`src/rtl/bcd_pkg.sv`:
```
// Shared constants for the BCD/binary conversion blocks: FSM encoding and
// the per-digit reverse double-dabble correction constants.
package bcd_pkg;

    typedef enum logic [1:0] {
        IDLE  = 2'd0,
        SHIFT = 2'd1,
        DONE  = 2'd2
    } state_t;

    localparam int BCD_DIGIT_W = 4;

    localparam logic [BCD_DIGIT_W-1:0] BCD_MAX       = 4'd9;
    localparam logic [BCD_DIGIT_W-1:0] DD_ADJ_THRESH = 4'd8;
    localparam logic [BCD_DIGIT_W-1:0] DD_ADJ_VAL    = 4'd3;

    function automatic logic digit_invalid(input logic [BCD_DIGIT_W-1:0] d);
        return d > BCD_MAX;
    endfunction

endpackage

```
`src/rtl/bcd_digit_adjust.sv`:
```
// One BCD nibble correction for reverse double-dabble: a digit that received
// a halved ten (value >= 8) is pulled back by 3 so it stays a decimal digit.
module bcd_digit_adjust
    import bcd_pkg::*;
(
    input  logic [BCD_DIGIT_W-1:0] i_digit,
    output logic [BCD_DIGIT_W-1:0] o_digit
);

    assign o_digit = (i_digit >= DD_ADJ_THRESH) ? (i_digit - DD_ADJ_VAL) : i_digit;

endmodule

```
`src/rtl/bcd_to_bin.sv`:
```
// Iterative BCD-to-binary converter: one right-shift/correct step per clock,
// start/done handshake, invalid digits flagged without converting.
module bcd_to_bin
    import bcd_pkg::*;
#(
    parameter int DIGITS = 4,
    parameter int BIN_W  = 14
) (
    input  logic                          clk_i,
    input  logic                          rst_i,
    input  logic                          start_i,
    input  logic [BCD_DIGIT_W*DIGITS-1:0] bcd_i,
    output logic [BIN_W-1:0]              num_o,
    output logic                          done_o,
    output logic                          busy_o,
    output logic                          err_o
);

    localparam int BCD_W = BCD_DIGIT_W * DIGITS;
    localparam int CNT_W = (BIN_W > 1) ? $clog2(BIN_W) : 1;
    localparam logic [CNT_W-1:0] LAST_STEP = CNT_W'(BIN_W - 1);

    state_t             r_state, w_next;
    logic [BCD_W-1:0]   r_bcd, w_bcd_shift, w_bcd_adj;
    logic [BIN_W-1:0]   r_bin, w_bin_shift;
    logic [CNT_W-1:0]   r_cnt;
    logic [BIN_W-1:0]   r_num;
    logic               r_err;
    logic               w_bad;
    logic               w_last;

    assign {w_bcd_shift, w_bin_shift} = {r_bcd, r_bin} >> 1;
    assign w_last = (r_cnt == LAST_STEP);

    for (genvar g = 0; g < DIGITS; g++) begin : g_adj
        bcd_digit_adjust u_adj (
            .i_digit (w_bcd_shift[g*BCD_DIGIT_W +: BCD_DIGIT_W]),
            .o_digit (w_bcd_adj[g*BCD_DIGIT_W +: BCD_DIGIT_W])
        );
    end

    always_comb begin
        w_bad = 1'b0;
        for (int i = 0; i < DIGITS; i++) begin
            if (digit_invalid(bcd_i[i*BCD_DIGIT_W +: BCD_DIGIT_W])) w_bad = 1'b1;
        end
    end

    always_comb begin
        w_next = r_state;
        case (r_state)
            IDLE:    if (start_i) w_next = w_bad ? DONE : SHIFT;
            SHIFT:   if (w_last) w_next = DONE;
            DONE:    w_next = IDLE;
            default: w_next = IDLE;
        endcase
    end

    always_ff @(posedge clk_i) begin
        if (rst_i) r_state <= IDLE;
        else       r_state <= w_next;
    end

    always_ff @(posedge clk_i) begin
        if (rst_i) begin
            r_bcd <= '0;
            r_bin <= '0;
            r_cnt <= '0;
            r_num <= '0;
            r_err <= 1'b0;
        end else begin
            case (r_state)
                IDLE: begin
                    if (start_i) begin
                        if (w_bad) begin
                            r_num <= '0;
                            r_err <= 1'b1;
                        end else begin
                            r_bcd <= bcd_i;
                            r_bin <= '0;
                            r_cnt <= '0;
                            r_err <= 1'b0;
                        end
                    end
                end
                SHIFT: begin
                    r_bcd <= w_bcd_adj;
                    r_bin <= w_bin_shift;
                    r_cnt <= r_cnt + 1'b1;
                    // Final step: the last bit lands in the binary register now.
                    if (w_last) r_num <= w_bin_shift;
                end
                default: ;
            endcase
        end
    end

    assign num_o  = r_num;
    assign err_o  = r_err;
    assign done_o = (r_state == DONE);
    assign busy_o = (r_state != IDLE);

endmodule

```
`config.mk`:
```
export PLATFORM = sky130hd
export DESIGN_NAME = bcd_to_bin
export DESIGN_NICKNAME = d
export VERILOG_FILES = /design/src/rtl/bcd_pkg.sv /design/src/rtl/bcd_digit_adjust.sv /design/src/rtl/bcd_to_bin.sv
export SDC_FILE = /design/constraint.sdc
export NUM_CORES = 1
export LEC_CHECK = 0
export CAP_MARGIN = 20
export CORE_ASPECT_RATIO = 1.75
export CORE_MARGIN = 2
export CORE_UTILIZATION = 55
export CTS_BUF_LIST = sky130_fd_sc_hd__clkbuf_4
export CTS_CLUSTER_SIZE = 40
export DETAILED_ROUTE_END_ITERATION = 8
export GPL_TIMING_DRIVEN = 0
export PLACE_DENSITY = 0.81
export SYNTH_ARGS = -nofsm -noshare
export SYNTH_HDL_FRONTEND = slang
export SYNTH_SLANG_ARGS = --single-unit
```
`constraint.sdc`:
```
create_clock -name clk_i -period 1.6 [get_ports clk_i]
set_input_delay 0.32 -clock clk_i [delete_from_list [all_inputs] [get_ports clk_i]]
set_output_delay 0.32 -clock clk_i [all_outputs]
set_load 0.05 [all_outputs]
```
======== After elaboration in Yosys (flattened, before gate mapping) ========
Cells that the tools add are included.
word-level totals
  memory bits (read-only) ................. 0
  output and inout port bits .............. 17
  register bits after elaboration ......... 51
  memory bits (writable) .................. 0
  bits of input ports ..................... 19
  bits in latches ......................... 0
  memories ................................ 0
operators by class
  reduce and logical (&&, ||, !) cells .... 7
  equal/unequal tests ..................... 7
  shift-type cells ........................ 0
  div/mod/pow operators ................... 0
  mux-type cells .......................... 26
  add/subtract/negate cells ............... 5
  magnitude comparators ................... 8
  bitwise gates (word level) .............. 0
  multiply operators ...................... 0
operators with widths
  operator                                             number
  two-way mux 14 bit                                   5
  one-hot mux 14 bit (2 select lines)                  2
  two-way mux 16 bit                                   2
  one-hot mux 16 bit (2 select lines)                  1
  two-way mux 4 bit                                    6
  > comparator 4 bit, second input constant            4
  >= comparator 4 bit, second input constant           3
  subtractor 4 x 2 -> 4 bit, second input constant     3
  != test 2 bit, second input constant                 4
  one-hot mux 4 bit (2 select lines)                   1
  two-way mux 2 bit                                    3
  two-way mux 1 bit                                    5
  adder 4 x 1 -> 4 bit, second input constant          1
  equality test 4 bit, second input constant           1
  >= comparator 3 x 4 -> 1 bit, second input constant  1
  one-hot mux 2 bit (2 select lines)                   1
  AND reduction 2 bit                                  2
  AND reduction 4 bit                                  1
  nonzero test 2 bit                                   2
  subtractor 3 x 2 -> 4 bit, second input constant     1
  AND reduction 3 bit                                  1
  equality test 2 x 1 -> 1 bit, second input constant  1
  equality test 2 bit, second input constant           1
  zero test 2 bit                                      1

======== Depth between registers and ports, before layout ========
  depth in word-level cells ............... 8
  mapped depth ............................ 8

======== Modules after synthesis ========
A second synthesis with hierarchy kept.
unflattened totals
  cell total of the unflattened synthesis .. 260
  area total of the unflattened synthesis .. 2601.2 sq um
modules (own cells, without submodules)
  module            area an instance (sq um)  instances  cells an instance  seq. area each (sq um)
  bcd_to_bin        2296.0                    1          216                1001.0
  bcd_digit_adjust  76.3                      4          11                 0.0

======== Worst setup path before layout ========
Ideal clock, no wire load.
  path kind ............................... reg-to-output
  from .................................... reg r_state[1]
  to ...................................... out done_o
  path slack .............................. 0.138 ns
  path buffers ............................ 1
  cell stages (with the launch flop) ...... 3
  arrival time ............................ 1.142 ns
  data required time ...................... 1.280 ns
  path through ............................ dfxtp_1 buf_4 nor2b_1
on the way
  longest elaborated chain between the ends .. 1
ends and longest elaborated chain
  what                    line               source
  start, declared         bcd_to_bin.sv:23   state_t r_state, w_next;
  start signal, assigned  bcd_to_bin.sv:61   else r_state <= w_next;
  equality test 2 bit     bcd_to_bin.sv:100  assign done_o = (r_state == DONE);
  end, declared           bcd_to_bin.sv:14   output logic done_o,
No other way between the ends.

======== Worst setup path after layout ========
  from .................................... in bcd_i[13]
  to ...................................... reg r_cnt[0]
on the way
  longest elaborated chain between the ends .. 4
ends and longest elaborated chain
  what                                  line              source
  start, declared                       bcd_to_bin.sv:12  input logic [BCD_DIGIT_W*DIGITS-1:0] bcd_i,
  > comparator 4 bit                    bcd_pkg.sv:18     return d > BCD_MAX;
  two-way mux 1 bit                     bcd_to_bin.sv:45  if (digit_invalid(bcd_i[i*BCD_DIGIT_W +: BCD_DIGIT_W])) w_bad = 1'b1;
  != test 2 bit (no source line)        n/a
  AND reduction 3 bit (no source line)  n/a
  end signal, assigned                  bcd_to_bin.sv:89  r_cnt <= r_cnt + 1'b1;
  end, declared                         bcd_to_bin.sv:26  logic [CNT_W-1:0] r_cnt;
No other way between the ends.
A chain may end at the register's enable or synchronous reset.

==> results by group <==
Run status
  – Outcome: finished clean

Power and ir drop
  – Total power: 2.43 mW
  – Cell leakage power: 1.21 nW
  – Pwr Density: around 850 nW/um^2
  – VDD IR max: approximately 0.96 mV

Drt
  – Antenna-violating nets left: 0
  – Via count: 1916
  – Vias per cell: about 5.9
  – Iter 0 DRT Violations: 24
  – # DRC: 0
  – Routed wire length: ~5200 um
  – Wirelength per Cell: 15.8 um
  – Pre-antenna DRT Iters: 4

Placed design
  – Placer congestion estimate: around 0.85
  – HPWL Detailed: between 3000 and 4000 um
  – Buffers on Ports: 34
  – Cells after DPL: just over 300

GRT
  – Largest net degree at the start of global routing: 17
  – Initial antenna violation count: 0
  – GRT Total Usage: 0.242
  – Overflow after GRT: 0
  – First-pass GRT wire length: 8630 um
  – Number of global-route vias before repair: between 1500 and 2000

Logic synthesis
  – Yosys warnings: 0
  – Yosys reg bits: 50
  – Distinct cells, synth: 40
  – Sequential area share after synthesis: 0.439
  – Ys flop type: dfxtp_1
  – Share of the synthesized area in the top cell type: 0.439
  – Syn Area/Cell: about 10 sq um
  – EDFF count, synth: 0
  – Async S/R FF share, synth: 0
  – Yosys top cell by area: dfxtp_1
  – Synth area leaders: dfxtp_1, a22o_1, ha_1
  – Syn_nets: between 200 and 300
  – Mapped Cells: about 230
  – Mapped cell area: around 2300 sq um

Worst setup path
  – CP required: 1.88 ns
  – Crit Path Max Fanout: 10
  – Setup crit start kind: input pin
  – Reg2reg start: r_state[1]
  – Critical Path Source: bcd_i[13]
  – CP Capture Type: register
  – Critical Path AT: ~1.9 ns
  – Crit Path Category: in2reg

Clocking
  – CTS root buffer: clkbuf_4
  – Worst skew pair latency: 0.37 ns
  – CTS max path bufs: 2
  – Clk slew on worst S/H paths: around 0.15 ns
  – CTS Buf Count: 5
  – Sink Count: 50
  – CTS tree: built
  – CTS H-Tree Depth: 2

Timing
  – Actual slew at the worst max-slew pin: 0.510 ns
  – Final hold violations: 0
  – RSZ-0062 raised after global routing: true
  – WHS: roughly 0.28 ns
  – Final setup viols: 0
  – Slew HR: 0.660
  – Crit share post-route: 0.988
  – TNS Setup: 0 ns
  – Fin. max-slew vios: 0
  – Fmax: roughly 0.63 GHz
  – Final min period: between 1.5 and 2 ns
  – Max Clock Skew: roughly 0.011 ns

Min path
  – Worst hold start: bcd_i[6]
  – Hold crit path type: in2reg

Final layout
  – FF/Latch Area: about 1000 sq um
  – Multi-input gate area: between 1000 and 1500 sq um
  – Final nets: 304
  – Number of diodes: 0
  – Fin cells: 327
  – P&R area growth vs syn: 25.5%
  – Filler instances: between 300 and 400
  – Ratio of cells with drive above 1 in the final layout: 0.237

Floorplan
  – Io pins: 36
  – Die Ht: 89.2 um
  – Area of the core: between 4000 and 5000 sq um
  – Die area: ~4700 sq um
  – Initial Util: 0.560
  – Number of cell rows: 31
  – Die Wd: between 50 and 60 um

Flow run
  – Max_cap viols: 0
-- critical path: stages --
cell             delay [ns]
clkdlybuf4s50_1        0.47
o21ai_4                0.19
and4_4                 0.24
buf_12                 0.14
a211oi_4               0.07
buf_4                  0.17
mux2_2                 0.25
-- state kept, by name, summed over array words and instances, names as in the netlist --
name / cells
r_bin: 13
r_state: 2
r_bcd: 16
num_o: 14
r_cnt: 4
err_o: 1
-- metrics by stage --
step	util	instance area (sq um)	setup WS, ns
after detailed placement	0.659	2680	-0.512
after floorplan	-	2280	0.138
after global placement	0.659	2680	-0.484
final	0.704	2870	0.0191
after CTS	0.687	2800	-0.215
after global routing	0.704	2870	-0.00796
-- final cells by class --
type	instances	share of cell area
Inverter	8	0.0105
Sequential cell	50	0.350
Buffer	16	0.0476
Clock inverter	3	0.0153
Timing Repair Buffer	44	0.128
Multi-Input combinational cell	152	0.414
Tap cell	49	0.0214
Clock buffer	5	0.0131
-- cell families (layout without fill, tap and decap cells) --
kind of cell,after synthesis,after routing,synth area share
DFF,50,50,0.439
xor gates and xnor gates,6,6,0.0230
muxes,8,8,0.0362
AOI/OAI and AO/OA,71,71,0.261
adders and majority gates,8,8,0.0439
buffers and inverters,24,76,0.0625
and+or+nand+nor,59,59,0.135
-- placed cells by master (no fill, tap or decap), types with 2 or more instances in the layout --
cell type | netlist | routed
nor2_1 | 9 | 8
nand2_1 | 20 | 20
inv_1 | 8 | 8
nor3_1 | 5 | 5
dfxtp_1 | 50 | 49
clkbuf_4 | 0 | 7
buf_6 | 4 | 5
mux2_2 | 2 | 2
a21o_1 | 2 | 2
nor2b_1 | 5 | 5
xnor2_1 | 6 | 6
ha_1 | 8 | 8
a2111oi_1 | 3 | 2
o211ai_1 | 9 | 9
clkbuf_1 | 2 | 2
nand3_1 | 5 | 4
o21ai_2 | 3 | 3
buf_4 | 4 | 14
clkbuf_2 | 0 | 13
a22o_1 | 28 | 28
a211oi_1 | 4 | 4
clkdlybuf4s15_1 | 0 | 2
mux2i_1 | 6 | 6
a211oi_4 | 2 | 2
buf_2 | 6 | 3
clkdlybuf4s50_1 | 0 | 10
a311oi_1 | 6 | 6
nand2b_1 | 6 | 6
dlymetal6s2s_1 | 0 | 6
o21ai_0 | 5 | 4
a31oi_1 | 4 | 4
-- cells in the mapped netlist (4+ instances only) --
master,number
a211oi_1,4
a22o_1,28
a311oi_1,6
a31oi_1,4
buf_2,6
buf_4,4
buf_6,4
dfxtp_1,50
ha_1,8
inv_1,8
mux2i_1,6
nand2_1,20
nand2b_1,6
nand3_1,5
nor2_1,9
nor2b_1,5
nor3_1,5
o211ai_1,9
o21ai_0,5
xnor2_1,6
-- layer usage --
metal  wire length (um)  vias up  GRT usage
li1                   -      938          -
met1               2010      908      0.279
met2               2850       58      0.432
met3                176       12     0.0368
met4                144        0      0.105
met5                  0        -          0
-- worst paths after layout --
check,end,slack (ns),depth (start not counted)
worst max-delay path,r_cnt[0],0.02,7
worst min-delay path,r_bcd[6],0.28,3
worst max register to register,num_o[2],0.06,7
worst min register to register,num_o[9],0.49,1
-- power by group --
part           internal, mW  switching [mW]
combinational         0.174           0.202
sequential             1.28          0.0308
clock                 0.332           0.414
-- what timing repair did --
item                                    4_1_cts  5_1_grt
resized for setup                            35       49
buffers inserted                              2        8
endpoints found under the setup margin       46       51
pin swaps                                     2        8
endpoints found under the hold margin         0        0
hold buffers                                  0        0
Note: power is estimated with default switching activity, not from simulation.
